`src/rtl/time_disp_pkg.sv`:
```
// Shared field layout, segment patterns and converter state encoding for the
// time display driver and its serial BCD converter.
package time_disp_pkg;

    localparam int H_W  = 5;
    localparam int M_W  = 6;
    localparam int S_W  = 6;
    localparam int MS_W = 10;

    localparam int MS_LSB = 0;
    localparam int S_LSB  = MS_LSB + MS_W;
    localparam int M_LSB  = S_LSB + S_W;
    localparam int H_LSB  = M_LSB + M_W;
    localparam int TIME_W = H_LSB + H_W;

    localparam int NUM_DIGITS = 8;
    localparam int BCD_W      = 16;

    // Active-low cathodes, bit 0 = segment a ... bit 6 = segment g.
    localparam logic [6:0] SEG_0     = 7'b1000000;
    localparam logic [6:0] SEG_1     = 7'b1111001;
    localparam logic [6:0] SEG_2     = 7'b0100100;
    localparam logic [6:0] SEG_3     = 7'b0110000;
    localparam logic [6:0] SEG_4     = 7'b0011001;
    localparam logic [6:0] SEG_5     = 7'b0010010;
    localparam logic [6:0] SEG_6     = 7'b0000010;
    localparam logic [6:0] SEG_7     = 7'b1111000;
    localparam logic [6:0] SEG_8     = 7'b0000000;
    localparam logic [6:0] SEG_9     = 7'b0010000;
    localparam logic [6:0] SEG_BLANK = 7'h7F;

    typedef enum logic [2:0] {
        ST_IDLE,
        ST_LOAD,
        ST_SHIFT,
        ST_NEXT,
        ST_COMMIT
    } conv_state_t;

    typedef enum logic [1:0] {
        FLD_MS,
        FLD_S,
        FLD_M,
        FLD_H
    } field_t;

    function automatic logic [6:0] seg_decode(input logic [3:0] nib);
        logic [6:0] pat;
        case (nib)
            4'd0:    pat = SEG_0;
            4'd1:    pat = SEG_1;
            4'd2:    pat = SEG_2;
            4'd3:    pat = SEG_3;
            4'd4:    pat = SEG_4;
            4'd5:    pat = SEG_5;
            4'd6:    pat = SEG_6;
            4'd7:    pat = SEG_7;
            4'd8:    pat = SEG_8;
            4'd9:    pat = SEG_9;
            default: pat = SEG_BLANK;
        endcase
        return pat;
    endfunction

endpackage

```
`src/rtl/bcd_serial_converter.sv`:
```
// Serial double-dabble engine: one load cycle, then one field bit per clock,
// producing four BCD nibbles for a field of up to MS_W bits.
module bcd_serial_converter
    import time_disp_pkg::*;
(
    input  logic              i_clk,
    input  logic              i_rst_n,
    input  logic              i_start,
    input  logic [MS_W-1:0]   i_field,
    input  logic [3:0]        i_width,
    output logic              o_done,
    output logic [BCD_W-1:0]  o_bcd
);

    logic [BCD_W-1:0] r_acc;
    logic [MS_W-1:0]  r_sh;
    logic [3:0]       r_cnt;

    logic [BCD_W-1:0] w_adj;
    logic [MS_W-1:0]  w_aligned;

    function automatic logic [3:0] add3(input logic [3:0] nib);
        return (nib >= 4'd5) ? nib + 4'd3 : nib;
    endfunction

    // The field is left-aligned so its MSB always leaves from the top of r_sh.
    always_comb begin
        w_aligned = i_field << (4'(MS_W) - i_width);
        w_adj     = '0;
        for (int i = 0; i < BCD_W / 4; i++) begin
            w_adj[4*i +: 4] = add3(r_acc[4*i +: 4]);
        end
    end

    always_ff @(posedge i_clk or negedge i_rst_n) begin
        if (!i_rst_n) begin
            r_acc <= '0;
            r_sh  <= '0;
            r_cnt <= '0;
        end else if (i_start) begin
            r_acc <= '0;
            r_sh  <= w_aligned;
            r_cnt <= i_width;
        end else if (r_cnt != 4'd0) begin
            r_acc <= BCD_W'({w_adj, r_sh[MS_W-1]});
            r_sh  <= {r_sh[MS_W-2:0], 1'b0};
            r_cnt <= r_cnt - 4'd1;
        end
    end

    // Asserted during the final shift; o_bcd holds the result from the next cycle.
    assign o_done = (r_cnt == 4'd1);
    assign o_bcd  = r_acc;

endmodule

```
`src/rtl/time_display_driver.sv`:
```
// Snapshots the packed stopwatch time once per scan frame, converts it to BCD
// and drives an 8-digit multiplexed common-anode display as HH.MM.SS.cc.
module time_display_driver
    import time_disp_pkg::*;
#(
    parameter int SCAN_DIV = 100000
) (
    input  logic        clk,
    input  logic        reset,
    input  logic [26:0] disp_time,
    output logic [7:0]  an,
    output logic [6:0]  seg,
    output logic        dp,
    output logic        conv_busy
);

    localparam int               CNT_W    = (SCAN_DIV > 1) ? $clog2(SCAN_DIV) : 1;
    localparam logic [CNT_W-1:0] DIV_LAST = CNT_W'(SCAN_DIV - 1);
    localparam int               SEL_W    = $clog2(NUM_DIGITS);
    localparam logic [SEL_W-1:0] SEL_LAST = SEL_W'(NUM_DIGITS - 1);

    logic [CNT_W-1:0]        r_div;
    logic [SEL_W-1:0]        r_sel;
    logic                    r_first;
    logic [TIME_W-1:0]       r_snap;
    conv_state_t             r_state;
    field_t                  r_fld;
    logic [BCD_W-1:0]        r_ms_bcd;
    logic [7:0]              r_s_bcd;
    logic [7:0]              r_m_bcd;
    logic [4*NUM_DIGITS-1:0] r_disp;
    logic [7:0]              r_an;
    logic [6:0]              r_seg;
    logic                    r_dp;

    conv_state_t             w_state_nxt;
    logic                    w_div_wrap;
    logic                    w_frame_wrap;
    logic                    w_start_req;
    logic                    w_start;
    logic                    w_conv_start;
    logic                    w_conv_done;
    logic [MS_W-1:0]         w_conv_field;
    logic [3:0]              w_conv_width;
    logic [BCD_W-1:0]        w_conv_bcd;
    logic [7:0]              w_ms_disp;
    logic [3:0]              w_nib;

    assign w_div_wrap   = (r_div == DIV_LAST);
    assign w_frame_wrap = w_div_wrap && (r_sel == SEL_LAST);
    assign w_start_req  = r_first || w_frame_wrap;
    assign w_start      = w_start_req && (r_state == ST_IDLE);

    always_ff @(posedge clk or negedge reset) begin
        if (!reset) begin
            r_div   <= '0;
            r_sel   <= '0;
            r_first <= 1'b1;
        end else begin
            r_first <= 1'b0;
            if (w_div_wrap) begin
                r_div <= '0;
                r_sel <= r_sel + 1'b1;
            end else begin
                r_div <= r_div + 1'b1;
            end
        end
    end

    always_ff @(posedge clk or negedge reset) begin
        if (!reset) begin
            r_state <= ST_IDLE;
        end else begin
            r_state <= w_state_nxt;
        end
    end

    // NEXT both stores the finished field and loads the following one, so the
    // four loads cost one cycle each and the whole pass takes 32 cycles.
    always_comb begin
        w_state_nxt  = r_state;
        w_conv_start = 1'b0;
        case (r_state)
            ST_IDLE: begin
                if (w_start_req) w_state_nxt = ST_LOAD;
            end
            ST_LOAD: begin
                w_conv_start = 1'b1;
                w_state_nxt  = ST_SHIFT;
            end
            ST_SHIFT: begin
                if (w_conv_done) w_state_nxt = (r_fld == FLD_H) ? ST_COMMIT : ST_NEXT;
            end
            ST_NEXT: begin
                w_conv_start = 1'b1;
                w_state_nxt  = ST_SHIFT;
            end
            ST_COMMIT: begin
                w_state_nxt = ST_IDLE;
            end
            default: begin
                w_state_nxt = ST_IDLE;
            end
        endcase
    end

    always_comb begin
        w_conv_field = r_snap[MS_LSB +: MS_W];
        w_conv_width = 4'(MS_W);
        case (r_fld)
            FLD_S: begin
                w_conv_field = MS_W'(r_snap[S_LSB +: S_W]);
                w_conv_width = 4'(S_W);
            end
            FLD_M: begin
                w_conv_field = MS_W'(r_snap[M_LSB +: M_W]);
                w_conv_width = 4'(M_W);
            end
            FLD_H: begin
                w_conv_field = MS_W'(r_snap[H_LSB +: H_W]);
                w_conv_width = 4'(H_W);
            end
            default: begin
                w_conv_field = r_snap[MS_LSB +: MS_W];
                w_conv_width = 4'(MS_W);
            end
        endcase
    end

    bcd_serial_converter u_conv (
        .i_clk   (clk),
        .i_rst_n (reset),
        .i_start (w_conv_start),
        .i_field (w_conv_field),
        .i_width (w_conv_width),
        .o_done  (w_conv_done),
        .o_bcd   (w_conv_bcd)
    );

    // A nonzero thousands nibble means ms >= 1000, which saturates to "99".
    assign w_ms_disp = (r_ms_bcd[15:12] != 4'd0) ? 8'h99 : r_ms_bcd[11:4];

    always_ff @(posedge clk or negedge reset) begin
        if (!reset) begin
            r_snap   <= '0;
            r_fld    <= FLD_MS;
            r_ms_bcd <= '0;
            r_s_bcd  <= '0;
            r_m_bcd  <= '0;
            r_disp   <= '0;
        end else begin
            if (w_start) begin
                r_snap <= disp_time;
                r_fld  <= FLD_MS;
            end else if ((r_state == ST_SHIFT) && w_conv_done) begin
                case (r_fld)
                    FLD_MS:  r_fld <= FLD_S;
                    FLD_S:   r_fld <= FLD_M;
                    default: r_fld <= FLD_H;
                endcase
            end
            if (r_state == ST_NEXT) begin
                case (r_fld)
                    FLD_S:   r_ms_bcd <= w_conv_bcd;
                    FLD_M:   r_s_bcd  <= w_conv_bcd[7:0];
                    default: r_m_bcd  <= w_conv_bcd[7:0];
                endcase
            end
            if (r_state == ST_COMMIT) begin
                r_disp <= {w_conv_bcd[7:0], r_m_bcd, r_s_bcd, w_ms_disp};
            end
        end
    end

    assign w_nib = r_disp[{r_sel, 2'b00} +: 4];

    always_ff @(posedge clk or negedge reset) begin
        if (!reset) begin
            r_an  <= 8'hFF;
            r_seg <= SEG_BLANK;
            r_dp  <= 1'b1;
        end else begin
            r_an  <= ~(8'd1 << r_sel);
            r_seg <= seg_decode(w_nib);
            r_dp  <= !((r_sel == 3'd6) || (r_sel == 3'd4) || (r_sel == 3'd2));
        end
    end

    assign an        = r_an;
    assign seg       = r_seg;
    assign dp        = r_dp;
    assign conv_busy = (r_state != ST_IDLE);

endmodule

```
`config.mk`:
```
export PLATFORM = sky130hd
export DESIGN_NAME = time_display_driver
export DESIGN_NICKNAME = d
export VERILOG_FILES = /design/src/rtl/time_disp_pkg.sv /design/src/rtl/bcd_serial_converter.sv /design/src/rtl/time_display_driver.sv
export SDC_FILE = /design/constraint.sdc
export NUM_CORES = 1
export LEC_CHECK = 0
export ABC_AREA = 0
export BUFFER_PORTS_ARGS = -buffer_cell sky130_fd_sc_hd__buf_4
export CORE_MARGIN = 5
export CORE_UTILIZATION = 37
export CTS_BUF_LIST = sky130_fd_sc_hd__clkbuf_4
export CTS_CLUSTER_SIZE = 20
export DETAILED_ROUTE_END_ITERATION = 10
export PLACE_DENSITY_LB_ADDON = 0.3
export SLEW_MARGIN = 5
export SYNTH_ARGS = -nofsm -noshare
export SYNTH_HDL_FRONTEND = slang
export SYNTH_SLANG_ARGS = --single-unit
```
`constraint.sdc`:
```
create_clock -name clk -period 5.02 [get_ports clk]
set_input_delay 0.502 -clock clk [delete_from_list [all_inputs] [get_ports clk]]
set_output_delay 0.502 -clock clk [all_outputs]
set_load 0.01 [all_outputs]
```
==> metrics.csv, run 1 <==
metric,value,unit
worst_slew_pin_slew,1.05,ns
clockPowerShare,19.8,%
swShare,35.1,%
status,finished clean,
coreArea,20100,µm²
drc,0,
post-cts-setup-buffers,0,
io_pins,46,
r2r_end,r_snap[26]$_DFFE_PN0P_,
numCtsBuffers,17,
power_density,508,nW/µm²
cts_buffer_depth,2,
post_drt_wl_per_cell,14.4,µm
cp-end-kind,flip-flop,
synthToLayoutAreaGrowth,12.0,%
critPathCapture,r_snap[26]$_DFFE_PN0P_,
drv_slew,0,
fin_hold_ws,0.155,ns
r2r_start,r_div[12]$_DFF_PN0_,
die_h,153,µm
synth_area_leader_cell,dfrtp_1,
vias,5018,
drt-pass1-iter-count,5,
cp_max_fo,29,
synth_cell_type_count,61,
synth_top_cells_by_area,"dfrtp_1 47%, nand2_1 6.1%, dfstp_2 5.9%",
setup_viol,0,
overflow,0,
grt_usage,13.2,%
hold_violations,0,
fin_skew,0.0153,ns
crit_arrival,3.30,ns
nFillCells,1941,
synth_edf_count,0,
cp-start-kind,flip-flop,
die_width,153,µm
synth_top_area_share,47.3,%
hp-class,in -> reg,
final.setup.tns,0,ns
ys_seq_area_share,53.2,%
layout.nets,785,
vias_per_cell,4.97,
antenna_left,0,
synthFlopType,dfrtp_1,
grt_max_degree,78,
rows,52,
postSynthCellCount,689,
critical_path.startpoint,r_div[12]$_DFF_PN0_,
hpwl,10.1,mm
slew_headroom,29.7,%
synth_commonest_cells,"142 x dfrtp_1, 122 x nand2_1, 41 x nor2_1",
dieArea,23300,µm²
p_switching,1.50,mW
drt_wl_total,14.6,mm
maxCapViolations,0,
seqPwrFrac,44.8,%
cts.sinks,159,
ys.warnings.count,0,
gp_congestion,0.845,
synthArstFlopShare,100,%
worstSkewPairLatency,0.55,ns
reg2reg_slack,2.17,ns
initial_utilization,37.4,%
period_share,56.8,%
p_leak,3.88,nW
grt_setup_unrepaired,false,
htree_levels,4,
p_int,2.77,mW
cts_root_buffer,clkbuf_4,
synth_nets,748,
synthMostInstantiatedCell,dfrtp_1,
irDropWorstVdd,0.194,mV
max_freq,351,MHz
grt_pass1_vias,5067,
avgSynthCellArea,10.9,µm²
initialDrtViolationCount,290,
syn_area,7510,µm²
cp.required,5.47,ns
tritoncts,done,
grt_pass1_wl,25.6,mm
layout-drive-gt1-share,20.6,%
port_buffers,45,
worstSetupPathType,reg -> reg,
antenna_found_initial,1,
period_minus_slack,2.85,ns
rr_worst_depth,6,
power.share.combinational,35.3,%
synth_seq_cells,159,
clk_pin_slew_worst_paths,0.12,ns
-- worst max-delay path, cell delays in order (launching register included) --
cell and delay (ns):
dfrtp_1 0.44, or4b_4 0.56, nor4_4 0.75, a21oi_2 0.16
nor2_2 0.10, buf_4 0.35, mux2_2 0.38
-- repair_timing --
action                    4_1_cts  5_1_grt
resized for setup               0        0
hold buffers                    1        0
hold endpoints to repair       75        0
-- layout make-up --
cell class | count | area (µm²) | area share (%)
timing repair buffer | 50 | 382 | 4.54
clock buffer | 24 | 180 | 2.14
inverter | 25 | 93.8 | 1.12
tap | 270 | 338 | 4.02
multi-input combinational | 473 | 3280 | 39.0
antenna | 1 | 2.50 | 0.0297
clock inverter | 8 | 139 | 1.65
sequential | 159 | 4000 | 47.5
-- worst min-delay path by stage --
stage | cells after the start | from | end | slack, ns
final | 2 | disp_time[7] | r_snap[7]$_DFFE_PN0P_ | 0.15
after global placement | 2 | r_s_bcd[7]$_DFFE_PN0P_ | r_disp[15]$_DFFE_PN0N_ | 0.45
after global routing | 2 | disp_time[13] | r_snap[13]$_DFFE_PN0P_ | 0.12
after CTS | 2 | disp_time[7] | r_snap[7]$_DFFE_PN0P_ | 0.1
after detailed placement | 2 | r_s_bcd[7]$_DFFE_PN0P_ | r_disp[15]$_DFFE_PN0N_ | 0.45
after floorplan | 0 | reset | r_disp[0]$_DFFE_PN0N_ | 0.21
-- cell usage in the layout, fill, tap and decap left out, types with 8 or more instances in the layout --
cell type and instances:
dfrtp_1 142, nand2_1 122, buf_4 48, nor2_1 41, mux2_2 39, a21oi_1 37, ha_1 30, o21ai_0 28
clkbuf_4 24, inv_1 22, nand3_1 17, xnor2_1 17, dfstp_2 17, mux2i_1 15, mux4_2 10, nand4_1 8
xor2_1 8, mux2_1 8
-- power groups by stage --
stage               registers [mW]  clock network [mW]  logic, mW
floorplan                     1.85                   0       1.19
global placement              1.94                   0       1.49
detailed placement            1.94                   0       1.51
CTS                           1.92               0.876       1.52
global route                  1.97               0.930       1.71
finish                        1.92               0.846       1.51
-- state kept, by name (all words and copies together) (netlist names) --
name and flops:
r_disp 32, r_snap 27, r_div 17, u_conv.o_bcd 16, r_ms_bcd 12, u_conv.r_sh 10
an 8, r_m_bcd 8, r_s_bcd 8, seg 7, u_conv.r_cnt 4, r_sel 3
r_state 3, r_fld 2, dp 1, r_first 1
-- per-stage QoR --
step	power (mW)	util (%)	instances	worst slack (ns)	cell area (µm²)
global route	4.61	41.8	1010	2.01	8410
global placement	3.43	40.2	976	2.18	8080
floorplan	3.05	-	689	2.73	7510
finish	4.27	41.8	1010	2.17	8410
CTS	4.31	41.8	1009	2.17	8410
detailed placement	3.46	40.2	976	2.19	8080
-- layer usage --
layer | routed length, µm | track usage [%] | up-vias
li1 | - | - | 2464
met1 | 6870 | 17.8 | 2461
met2 | 7060 | 21.4 | 76
met3 | 442 | 2.75 | 17
met4 | 216 | 4.58 | 0
met5 | 0 | 0 | -
-- kinds of logic (layout without fill, tap and decap cells) --
group / Yosys count / in the layout / synth area share [%]
adders and majority gates: 30 / 30 / 5.00
AOI/OAI and AO/OA: 116 / 116 / 9.91
other: 1 / 2 / 0.0499
xor gates and xnor gates: 25 / 25 / 2.91
DFF: 159 / 159 / 53.2
buffers and inverters: 57 / 107 / 3.16
and+or+nand+nor: 229 / 229 / 13.7
muxes: 72 / 72 / 12.0
Power figures use the tool's default switching activity.
==> run 2: changes to the inputs <==
Settings changed: ABC_AREA 0 to 1.
Clock period 5.02 ns to 3 ns, I/O delays scaled along.
==> metrics.csv, run 2 <==
metric,value,unit
cp-end-kind,flip-flop,
cpLargestDelayFamily,flip-flops,
cts-resized-gates,0,
crit_cells,9,
yosys.area_share.xor_xnor,0.790,%
final_util,42.9,%
postSynthCellCount,950,
synth_edf_count,0,
grt_pass1_vias,6158,
drt-pass1-iter-count,5,
period_minus_slack,2.48,ns
muxShareOfSynthArea,0,%
synth_area_leader_cell,dfrtp_1,
syn_area,7760,µm²
cp.required,3.48,ns
cp-start-kind,flip-flop,
critPathBufInv,2,
antenna_found_initial,1,
nFillCells,2081,
critPathMostFrequentCell,o21ai_0,
grt_usage,14.8,%
setup_viol,0,
avgSynthCellArea,8.16,µm²
fin_hold_ws,0.0957,ns
dieArea,24000,µm²
fin_skew,0.0300,ns
final.setup.tns,0,ns
antenna_left,0,
placed_cells,1249,
drt_wl_total,16.7,mm
status,finished clean,
grt_pass1_wl,29.5,mm
die_width,155,µm
crit_arrival,2.97,ns
gp_congestion,0.873,
port_buffers,45,
synth_top_family_by_area,simple AND/OR/NAND/NOR gates,
synth_seq_cells,159,
synthArstFlopShare,100,%
p_total,6.74,mW
top_regs,"r_disp x32, r_snap x27, r_div x17",
vias,6234,
synth_fa_ha_area_share,4.84,%
htree_levels,4,
synth_compound_area_share,11.0,%
drv_slew,0,
irDropWorstVdd,0.398,mV
grt_setup_unrepaired,false,
coreArea,20800,µm²
worst_slew_pin_slew,0.833,ns
synth_top_cells_by_area,"dfrtp_1 46%, nand2_1 15%, o21ai_0 6.1%",
io_pins,46,
cts.sinks,159,
synth_commonest_cells,"305 x nand2_1, 142 x dfrtp_1, 101 x inv_1",
tritoncts,done,
synth_nets,1009,
worstSetupPathType,reg -> reg,
worst_path_largest_cell_delay,0.75,ns
drc,0,
worstSkewPairLatency,0.57,ns
ys.warnings.count,0,
post_drt_wl_per_cell,12.7,µm
cts_buffer_depth,2,
largest-register,r_disp,
maxCapViolations,0,
rr_worst_depth,9,
final_common_cell,nand2_1,
overflow,0,
cp_max_fo,21,
period_share,82.8,%
grt_max_degree,94,
clk_pin_slew_worst_paths,0.16,ns
final_cell_mix,"305 x nand2_1, 142 x dfrtp_1, 101 x inv_1",
layout-drive-gt1-share,12.0,%
initial_utilization,37.2,%
synthFlopType,dfrtp_1,
synthToLayoutAreaGrowth,15.2,%
slew_headroom,44.1,%
hold_violations,0,
crit_path_cell_trace,"inv_2, nor2_1, o21ai_0, o21ai_0, inv_1, ha_1, or2_2, nand3_1, nand2_1",
synthSimpleGateAreaFrac,24.6,%
synthMostInstantiatedCell,nand2_1,
layout.nets,1080,
die_h,155,µm
numCtsBuffers,17,
rows,53,
hpwl,11.3,mm
ys_seq_area_share,51.6,%
synth_cell_type_count,35,
p_leak,4.41,nW
synth_top_area_share,45.8,%
cts_root_buffer,clkbuf_4,
power_density,755,nW/µm²
largest_reg_flops,32,
vias_per_cell,4.76,
final_cells,1310,
hp-class,in -> async,
max_freq,403,MHz
crit_slowest_cell,dfrtp_1,
initialDrtViolationCount,428,
[run 2: cell types whose count changed after synthesis, moves of 23 or more]
cell | before | now
inv_1 | 22 | 101
mux2_2 | 39 | 0
nand2_1 | 122 | 305
nand3_1 | 17 | 61
nor2_1 | 41 | 64
o21ai_0 | 28 | 95
[run 2: repair_timing]
item,4_1_cts,5_1_grt
hold buffers,28,0
hold endpoints to repair,135,0
buffers inserted,0,0
[run 2: worst paths after layout]
path / endpoint / start / slack [ns]
max: seg[5]$_DFF_PN1_ / r_sel[0]$_DFFE_PN0N_ / 0.52
max reg2reg: seg[5]$_DFF_PN1_ / r_sel[0]$_DFFE_PN0N_ / 0.52
min: r_div[15]$_DFF_PN0_ / reset / 0.1
min in group clk: r_disp[15]$_DFFE_PN0N_ / r_s_bcd[7]$_DFFE_PN0P_ / 0.46
min reg2reg: r_disp[15]$_DFFE_PN0N_ / r_s_bcd[7]$_DFFE_PN0P_ / 0.46
max in group asynchronous: u_conv.r_sh[0]$_DFFE_PN0P_ / reset / 1.99
[run 2: cells by family after synthesis]
kind of cell               count (synthesis)
DFF                                      159
xor gates and xnor gates                   7
and+or+nand+nor                          464
AOI/OAI and AO/OA                        152
adders and majority gates                 30
other                                      1
buffers and inverters                    137
[run 2: cell type report]
cell class,count,area (µm²),area share (%)
Multi-Input combinational cell,654,3200,35.9
Timing Repair Buffer,80,687,7.69
Tap cell,275,344,3.85
Inverter,109,409,4.58
Sequential cell,159,4000,44.8
Clock buffer,21,158,1.76
Antenna cell,1,2.50,0.0280
Clock inverter,11,131,1.47
[run 2: stage by stage]
stage	area, µm²	setup slack [ns]
after CTS	8930	0.520
final	8940	0.516
after detailed placement	8360	0.543
after floorplan	7760	0.962
after global placement	8360	0.655
after global routing	8940	0.146
[run 2: power by group]
part / internal (mW) / total, mW / switching, mW
logic: 0.865 / 2.46 / 1.60
clock network: 0.544 / 1.32 / 0.780
registers: 2.67 / 2.96 / 0.286
[run 2: metal layers]
layer	routed length [µm]	global-route usage [%]	up-vias	share of wire, %
li1	-	-	3192	-
met1	7940	20.5	2907	48
met2	7900	23.8	111	47
met3	570	2.88	24	3.4
met4	255	4.37	0	1.5
met5	0	0	-	0
